`src/rtl/p2s_tx.sv`:
```
// Parallel-to-serial transmitter: valid/ready word intake, one bit per clock out,
// with a one-word holding buffer so consecutive frames stream back-to-back.
module p2s_tx #(
    parameter int DATA_WIDTH = 16,
    parameter bit MSB_FIRST  = 1'b1
) (
    input  logic                  clk1x,
    input  logic                  reset,
    input  logic [DATA_WIDTH-1:0] dataIn,
    input  logic                  load,
    output logic                  ready,
    output logic                  dataSOUT,
    output logic                  startFlag,
    output logic                  busy,
    output logic                  done
);

    localparam int CW = (DATA_WIDTH > 1) ? $clog2(DATA_WIDTH) : 1;
    localparam logic [CW-1:0] LAST_CNT = CW'(DATA_WIDTH - 1);

    typedef enum logic {
        IDLE  = 1'b0,
        SHIFT = 1'b1
    } state_t;

    state_t                state_q;
    logic [DATA_WIDTH-1:0] shift_q;
    logic [DATA_WIDTH-1:0] shift_d;
    logic [DATA_WIDTH-1:0] hold_q;
    logic                  hold_valid_q;
    logic [CW-1:0]         bit_cnt_q;
    logic                  start_q;
    logic                  done_q;
    logic                  head_s;
    logic                  last_s;

    // Zeros are shifted in behind the head, so the register drains to 0 after a word.
    assign shift_d = MSB_FIRST ? {shift_q[DATA_WIDTH-2:0], 1'b0}
                               : {1'b0, shift_q[DATA_WIDTH-1:1]};
    assign head_s  = MSB_FIRST ? shift_q[DATA_WIDTH-1] : shift_q[0];
    assign last_s  = (bit_cnt_q == LAST_CNT);

    assign ready     = ~hold_valid_q;
    assign busy      = (state_q == SHIFT);
    assign dataSOUT  = busy & head_s;
    assign startFlag = start_q;
    assign done      = done_q;

    // Transmit FSM with shift, holding buffer, bit counter and flag registers.
    always_ff @(posedge clk1x or negedge reset) begin
        if (!reset) begin
            state_q      <= IDLE;
            shift_q      <= {DATA_WIDTH{1'b0}};
            hold_q       <= {DATA_WIDTH{1'b0}};
            hold_valid_q <= 1'b0;
            bit_cnt_q    <= {CW{1'b0}};
            start_q      <= 1'b0;
            done_q       <= 1'b0;
        end else begin
            start_q <= 1'b0;
            done_q  <= 1'b0;
            case (state_q)
                IDLE: begin
                    if (load) begin
                        shift_q   <= dataIn;
                        bit_cnt_q <= {CW{1'b0}};
                        start_q   <= 1'b1;
                        state_q   <= SHIFT;
                    end else begin
                        state_q <= IDLE;
                    end
                end
                SHIFT: begin
                    if (last_s) begin
                        done_q <= 1'b1;
                        if (hold_valid_q) begin
                            shift_q      <= hold_q;
                            hold_valid_q <= 1'b0;
                            bit_cnt_q    <= {CW{1'b0}};
                            start_q      <= 1'b1;
                        end else if (load) begin
                            shift_q   <= dataIn;
                            bit_cnt_q <= {CW{1'b0}};
                            start_q   <= 1'b1;
                        end else begin
                            // Counter parks at its last value; the next load clears it.
                            shift_q <= shift_d;
                            state_q <= IDLE;
                        end
                    end else begin
                        shift_q   <= shift_d;
                        bit_cnt_q <= bit_cnt_q + CW'(1);
                        if (load && !hold_valid_q) begin
                            hold_q       <= dataIn;
                            hold_valid_q <= 1'b1;
                        end else begin
                            hold_valid_q <= hold_valid_q;
                        end
                    end
                end
                default: begin
                    state_q <= IDLE;
                end
            endcase
        end
    end

endmodule

```
`config.mk`:
```
export PLATFORM = sky130hd
export DESIGN_NAME = p2s_tx
export DESIGN_NICKNAME = d
export VERILOG_FILES = /design/src/rtl/p2s_tx.sv
export SDC_FILE = /design/constraint.sdc
export NUM_CORES = 1
export LEC_CHECK = 0
export CAP_MARGIN = 20
export CORE_MARGIN = 2
export CORE_UTILIZATION = 40
export DETAILED_ROUTE_END_ITERATION = 7
export PLACE_DENSITY_LB_ADDON = 0.15
export SLEW_MARGIN = 20
export SYNTH_ARGS = -nofsm -noshare
export SYNTH_HDL_FRONTEND = slang
export SYNTH_SLANG_ARGS = --single-unit
```
`constraint.sdc`:
```
create_clock -name clk1x -period 1.9 [get_ports clk1x]
set_clock_uncertainty 0.05 [all_clocks]
set_input_delay 0.19 -clock clk1x [delete_from_list [all_inputs] [get_ports clk1x]]
set_output_delay 0.19 -clock clk1x [all_outputs]
set_load 0.005 [all_outputs]
```
# Yosys cells after proc, flatten, opt, wreduce, memory -nomap -nowiden
# Index checks and enable logic that the tools add are counted.
classes:
  reduce_logical: 5
  n_mux: 19
  bitwise: 4
  eq_ne: 2
  addsub: 1
op_table:
  columns: ["op", "count"]
  rows:
  - ["two-way mux 16 bit", 4]
  - ["one-hot mux 16 bit (2 select lines)", 1]
  - ["two-way mux 4 bit", 3]
  - ["two-way mux 1 bit", 8]
  - ["one-hot mux 4 bit (2 select lines)", 1]
  - ["adder 4 x 1 -> 4 bit, second input constant", 1]
  - ["== test 4 bit, second input constant", 1]
  - ["one-hot mux 1 bit (2 select lines)", 2]
  - ["inverter 1 bit", 3]
  - ["AND reduction 3 bit", 1]
  - ["!= test 2 bit, second input constant", 1]
  - ["AND reduction 2 bit", 1]
  - ["nonzero test 2 bit", 1]
  - ["bitwise AND 1 bit", 1]
  - ["logical AND 1 bit", 1]
  - ["logical NOT 1 bit", 1]
totals:
  word_cells: 38
  inputBits: 19
  regBits: 40

# Logic depth before layout (Yosys ltp)
# Gate-level depths: netlist (run 1).
depth:
  word_depth: 4
  ltp_mapped: 6
  mapped_depth_nobuf: 4

# Worst setup path before layout (run 1)
# OpenSTA, ideal clock, no wires.
synth_timing:
  path_type: "reg-to-reg"
  startpoint: "register bit_cnt_q[0]"
  endpoint: "register hold_q[15]"
  setup_ps: 128
  path_stages_with_launch: 6
  arrival_time_ps: 1478
  n_path_buf: 1
  synth_period_minus_slack_ps: 1655
  required_ps: 1722
  slack_ps: 245
  path_cell_list: "dfrtp_1 > ha_1 > nand3_4 > nand4_4 > buf_4 > mux2_1"
synth_between:
  elab_chain_cells: 3
synth_rtl:
  columns: ["item", "line", "text"]
  rows:
  - ["from (decl)", "31", "logic [CW-1:0] bit_cnt_q;"]
  - ["from (signal assigned)", "56", "bit_cnt_q <= {CW{1'b0}};"]
  - ["from (signal assigned)", "66", "bit_cnt_q <= {CW{1'b0}};"]
  - ["from (signal assigned)", "79", "bit_cnt_q <= {CW{1'b0}};"]
  - ["== test 4 bit", "41", "assign last_s = (bit_cnt_q == LAST_CNT);"]
  - ["inverter 1 bit (no source line)", null, null]
  - ["AND reduction 3 bit (no source line)", null, null]
  - ["to (signal assigned)", "54", "hold_q <= {DATA_WIDTH{1'b0}};"]
  - ["to (signal assigned)", "94", "hold_q <= dataIn;"]
  - ["to (decl)", "29", "logic [DATA_WIDTH-1:0] hold_q;"]
# No other way between the ends.
# A chain may end at the register's enable or synchronous reset.

# Final worst setup path (run 1)
layout_timing:
  startpoint: "register hold_valid_q"
  endpoint: "output port ready"
layout_between:
  elab_chain_cells: 1
layout_rtl:
  columns: ["item", "line", "text"]
  rows:
  - ["from (decl)", "30", "logic hold_valid_q;"]
  - ["from (signal assigned)", "97", "hold_valid_q <= hold_valid_q;"]
  - ["inverter 1 bit", "43", "assign ready = ~hold_valid_q;"]
  - ["to (decl)", "11", "output logic ready,"]
# No other way between the ends.

==> results of run 1 <==
metal layers:
| metal | global-route usage | vias up | routed length, microns |
|---|---|---|---|
| met3 | 0.0452 | 5 | 125 |
| met1 | 0.236 | 840 | 2490 |
| met4 | 0.0569 | 0 | 52 |
| li1 | - | 841 | - |
| met5 | 0 | - | 0 |
| met2 | 0.271 | 18 | 2290 |
placed cells by master, fill, tap and decap left out, drive strengths merged, types with 16 or more instances in the layout:
| cell type | synthesis | final |
|---|---|---|
| buf | 10 | 17 |
| clkdlybuf4s50 | 0 | 21 |
| inv | 20 | 20 |
| dfrtp | 40 | 40 |
| mux2 | 16 | 16 |
| a21oi | 18 | 18 |
area by class of cell:
class,instances,area (sq um)
Tap cell,72,90.1
Clock buffer,6,72.6
Clock inverter,1,5.00
Timing Repair Buffer,39,384
Fill cell,527,2770
Sequential cell,40,1000
Inverter,21,78.8
Multi-Input combinational cell,135,1100
state kept, by name (all words and copies together) (netlist names):
signal        flops
bit_cnt_q         4
busy              1
done              1
hold_q           16
hold_valid_q      1
shift_q          16
startFlag         1
critical path, stage by stage, from the launching register on:
cell and delay (ns):
dfrtp_1 0.38, clkinv_1 0.15, buf_6 0.20, clkdlybuf4s50_1 0.52
cell families after synthesis:
family / after synthesis / synth area share
AO/OA/AOI/OAI: 60 / 0.194
XOR/XNOR: 1 / 0.00386
adder cells (fa/ha/maj): 1 / 0.00551
buffers and inverters: 39 / 0.0793
flip-flops: 40 / 0.441
multiplexers: 31 / 0.145
AND/OR/NAND/NOR: 42 / 0.132
what timing repair did:
| item | CTS | global route |
|---|---|---|
| endpoints found under the hold margin | 18 | 0 |
| endpoints found under the setup margin | 0 | 17 |
| buffers inserted | 0 | 2 |
| hold buffers | 1 | 0 |
| resized for setup | 0 | 3 |
through the flow:
stage	std cells	cell area, sq um	power [uW]	hold WS [ns]	worst slack (ns)
after global placement	304	2600	3020	0.136	0.0731
final	314	2730	3620	0.337	0.117
after floorplan	214	2270	2600	-0.156	0.245
after detailed placement	304	2600	3040	0.132	0.0183
after global routing	314	2730	3900	0.375	0.0347
after CTS	312	2690	3600	0.346	0.0284
report_power, final:
group          internal, uW  switching [uW]  total (uW)
Clock                   250             299         549
Sequential             1230             255        1480
Combinational           907             683        1590
Total                  2380            1240        3620
synth_stat cells:
library cell / count / area, sq um
dfrtp_1: 40 / 1000
inv_1: 20 / 75.1
a21oi_1: 18 / 90.1
a211oi_1: 15 / 113
mux2i_1: 15 / 150
nor2b_1: 15 / 93.8
o32a_1: 15 / 150
mux2_2: 14 / 158
and3_1: 7 / 43.8
and3_2: 7 / 52.6
clkbuf_1: 7 / 26.3
buf_2: 5 / 25.0
o21ai_0: 4 / 20.0
a32o_1: 3 / 30.0
buf_4: 3 / 22.5
nand2_1: 3 / 11.3
a31oi_1: 2 / 12.5
buf_6: 2 / 22.5
mux2_1: 2 / 22.5
nor2_1: 2 / 7.51
a21o_1: 1 / 7.51
a22o_1: 1 / 8.76
and2_1: 1 / 6.26
and2_2: 1 / 7.51
and3_4: 1 / 11.3
clkbuf_2: 1 / 5.00
clkinv_1: 1 / 3.75
ha_1: 1 / 12.5
nand3_4: 1 / 17.5
nand3b_1: 1 / 7.51
nand4_2: 1 / 12.5
nand4_4: 1 / 21.3
o22a_1: 1 / 8.76
or2_2: 1 / 6.26
xor2_1: 1 / 8.76
worst min path at each step:
stage | slack, ns | end | start | cells after the start
6_report | 0.34 | shift_q[2] | reset | 2
4_1_cts | 0.35 | done | reset | 2
3_3_place_gp | 0.14 | hold_q[1] | reset | 1
5_1_grt | 0.37 | hold_q[1] | reset | 2
3_5_place_dp | 0.13 | hold_q[1] | reset | 1
2_1_floorplan | -0.16 | bit_cnt_q[0] | reset | 0
==> reports/results.ini, run 1 <==
[run_status]
status = finished, final reports clean

[setup_path]
endpoint_kind = primary output
crit_arrival_ns = 1.54
required_ns = 1.66
worstSetupPathType = reg -> out
reg2reg_depth = 5
critPathMaxFanout = 14
timing.rr.start = bit_cnt_q[1]
endpoint = ready
rrSetupSlack_ns = 0.15
cp-startpoint = hold_valid_q
startpoint_type = flop
rr_endpoint = shift_q[12]

[clocking]
clkLatencyLatePin_ns = 0.30
cts-root-buf = clkbuf_8
h-tree-depth = 2
clock_path_buffers = 2
cts_tree = built
cts_made_buffers = 5
clk_pin_slew_ns = 0.08
cts.sinks = 40

[drt]
avgRoutedWirePerCell_microns = 15.8
vias = 1704
drtIter0Drc = 88
drcViolationCount = 0
finalWirelength_microns = 4960
antenna_left = 0
first_pass_iters = 4
drt-vias-per-instance = 5.43

[final_layout]
utilization = 0.496
fin_nets = 262
area_delta_synth_final_pct = 20.3
drive_above_1_share = 0.211
insertedDiodeCount = 0

[global_routing]
grt.overflow.total = 0
grt_max_degree = 23
antenna_found_initial = 0
grt_pass1_wl_microns = 8450
grt_pass1_vias = 1738
grt_use_total = 0.174

[synth]
synth_cells = 214
ys_types = 35
postSynthAreaPerCell_sq_um = 10.6
synth_nets = 234
ys_warn_count = 0
ys_ff_latch = 40
synthesis.area_sq_mm = 0.00227
seq_area_frac_synth = 0.441

[place]
dp_hpwl_microns = 3220
io_buffer_count = 23
gp_routability_congestion = 0.793

[floorplan]
io_pins = 24
core_area_sq_mm = 0.00551
die_h_microns = 79.4
dieArea_sq_mm = 0.00630
die_x_microns = 79.4
num_rows = 27
start_util = 0.413

[timing]
slew_violations = 0
setup_tns_ns = 0
period_share = 0.938
setup_viol = 0
period_needed_ns = 1.78
rsz0062_at_grt = no
hold_viol_final = 0
maxSlewHeadroom = 0.671
worst_pin_slew_ns = 0.494
timing.fmax_ghz = 0.561

[flow_run]
cap_viol_max_count = 0

[power]
powerDensity_mw_per_mm2 = 1330
peakVddDrop_v = 0.000559
power.leakage_uw = 0.00125

[min_path]
hold_path.class = in -> async

No activity file was read; power rests on OpenSTA's default activity.
==> run 2, diff against run 1 <==
Settings changed: MAX_ROUTING_LAYER set to met4.
==> reports/results.ini, run 2 (synthesized netlist as in run 1, its figures left out) <==
[run_status]
status = finished, final reports clean

[power]
clockPowerShare = 0.152  ; about the same
switching_power_uw = 1230  ; -0.16%
power.leakage_uw = 0.00125  ; unchanged
powerDensity_mw_per_mm2 = 1320  ; about the same
p_sw_frac = 0.341  ; -0.000368
seqPwrFrac = 0.410  ; about the same
power_frac_comb = 0.439  ; about the same
peakVddDrop_v = 0.000559  ; about the same
p_int_uw = 2380  ; about the same

[timing]
worst_pin_slew_ns = 0.493  ; -0.000517 ns
maxSlewHeadroom = 0.671  ; about the same
setup_slack_ns = 0.120  ; +0.00282 ns
setup_tns_ns = 0  ; unchanged
hold_viol_final = 0  ; unchanged
rsz0062_at_grt = no
period_share = 0.937  ; -0.00148
holdWs_ns = 0.337  ; -0.000286 ns
timing.fmax_ghz = 0.562  ; +0.16%
setup_viol = 0  ; unchanged
period_needed_ns = 1.78  ; -0.00282 ns
slew_violations = 0  ; unchanged

[floorplan]
dieArea_sq_mm = 0.00630  ; unchanged
start_util = 0.413  ; unchanged
io_pins = 24  ; unchanged
core_area_sq_mm = 0.00551  ; unchanged
die_h_microns = 79.4  ; unchanged
num_rows = 27  ; unchanged
die_x_microns = 79.4  ; unchanged

[flow_run]
cap_viol_max_count = 0  ; unchanged

[drt]
first_pass_iters = 4  ; unchanged
avgRoutedWirePerCell_microns = 15.8  ; about the same
finalWirelength_microns = 4960  ; about the same
antenna_left = 0  ; unchanged
drcViolationCount = 0  ; unchanged
vias = 1714  ; +0.59%
drtIter0Drc = 64  ; -27%
drt-vias-per-instance = 5.46  ; +0.59%

[place]
dpl_cell_area_sq_mm = 0.00260  ; unchanged
io_buffer_count = 23  ; unchanged
dp_slack_ns = 0.0183  ; unchanged
gp_routability_congestion = 0.804  ; +1.4%
dp_hpwl_microns = 3220  ; unchanged

[final_layout]
final_common_cell = dfrtp_1
insertedDiodeCount = 0  ; unchanged
reg_top3 = hold_q x16, shift_q x16, bit_cnt_q x4
layout_common_cells = dfrtp_1, clkdlybuf4s50_1, inv_1
drive_above_1_share = 0.211  ; unchanged
fin_nets = 262  ; unchanged
area_delta_synth_final_pct = 20.3  ; unchanged
design_area_sq_mm = 0.00273  ; unchanged

[setup_path]
rr_endpoint = shift_q[12]
timing.rr.start = bit_cnt_q[1]
worstSetupPathType = reg -> out
crit_arrival_ns = 1.54  ; about the same
reg2reg_depth = 5  ; unchanged
required_ns = 1.66  ; about the same
startpoint_type = flop
endpoint_kind = primary output
rrSetupSlack_ns = 0.14  ; about the same
critPathMaxFanout = 14  ; unchanged

[global_routing]
grt_max_degree = 23  ; unchanged
antenna_found_initial = 0  ; unchanged
grt_pass1_wl_microns = 8430  ; -0.17%
grt_pass1_vias = 1739  ; +0.058%
grt_use_total = 0.178  ; +0.00451
grt.overflow.total = 0  ; unchanged

[clocking]
h-tree-depth = 2  ; unchanged
clock_path_buffers = 2  ; unchanged
cts_tree = built
cts_made_buffers = 5  ; unchanged
clk_pin_slew_ns = 0.08  ; about the same
cts.sinks = 40  ; unchanged
cts-root-buf = clkbuf_8
clkLatencyLatePin_ns = 0.30  ; about the same

[min_path]
hold_path.class = in -> async

run 2: cell counts in the layout (fill, tap and decap cells not counted):
Identical to the previous run, type by type.
run 2: how the worst max path moves through the flow:
| stage | from | endpoint | slack [ns] | cells past startpoint |
|---|---|---|---|---|
| floorplan | bit_cnt_q[0] | hold_q[15] | 0.24 | 5 |
| global placement | busy | shift_q[2] | 0.07 | 3 |
| detailed placement | busy | shift_q[6] | 0.02 | 3 |
| CTS | busy | shift_q[6] | 0.03 | 3 |
| global route | bit_cnt_q[1] | shift_q[12] | 0.03 | 5 |
| finish | hold_valid_q | ready | 0.12 | 3 |
run 2: repair_timing:
action / CTS / global route
hold buffers: 1 / 0
buffers inserted: 0 / 2
hold endpoints to repair: 18 / 0
setup endpoints to repair: 0 / 17
resized for setup: 0 / 3
run 2: stage by stage:
step,power (uW),cells,util
finish,3620,314,0.496
global route,3900,314,0.496
CTS,3600,312,0.489
detailed placement,3040,304,0.473
global placement,3020,304,0.473
floorplan,2600,214,-
run 2: layout make-up:
cell class	instances	area [sq um]
Clock buffer	6	72.6
Clock inverter	1	5.00
Inverter	21	78.8
Fill cell	527	2770
Multi-Input combinational cell	135	1100
Tap cell	72	90.1
Sequential cell	40	1000
Timing Repair Buffer	39	384
run 2: critical path, stage by stage, from the launching register on:
cell and delay, ns:
dfrtp_1 0.38, clkinv_1 0.15, buf_6 0.20, clkdlybuf4s50_1 0.52
run 2: power groups by stage:
| stage | registers (uW) | logic [uW] | clock network, uW |
|---|---|---|---|
| 6_report | 1480 | 1590 | 549 |
| 5_1_grt | 1540 | 1760 | 603 |
| 4_1_cts | 1480 | 1560 | 571 |
| 3_5_place_dp | 1490 | 1550 | 0 |
| 3_3_place_gp | 1490 | 1520 | 0 |
| 2_1_floorplan | 1410 | 1190 | 0 |
run 2: routing by layer:
| layer | GRT usage | vias to the layer above | wire length (microns) |
|---|---|---|---|
| li1 | - | 843 | - |
| met1 | 0.236 | 844 | 2480 |
| met2 | 0.271 | 22 | 2300 |
| met3 | 0.0452 | 5 | 136 |
| met4 | 0.0569 | 0 | 53 |
| met5 | - | - | 0 |
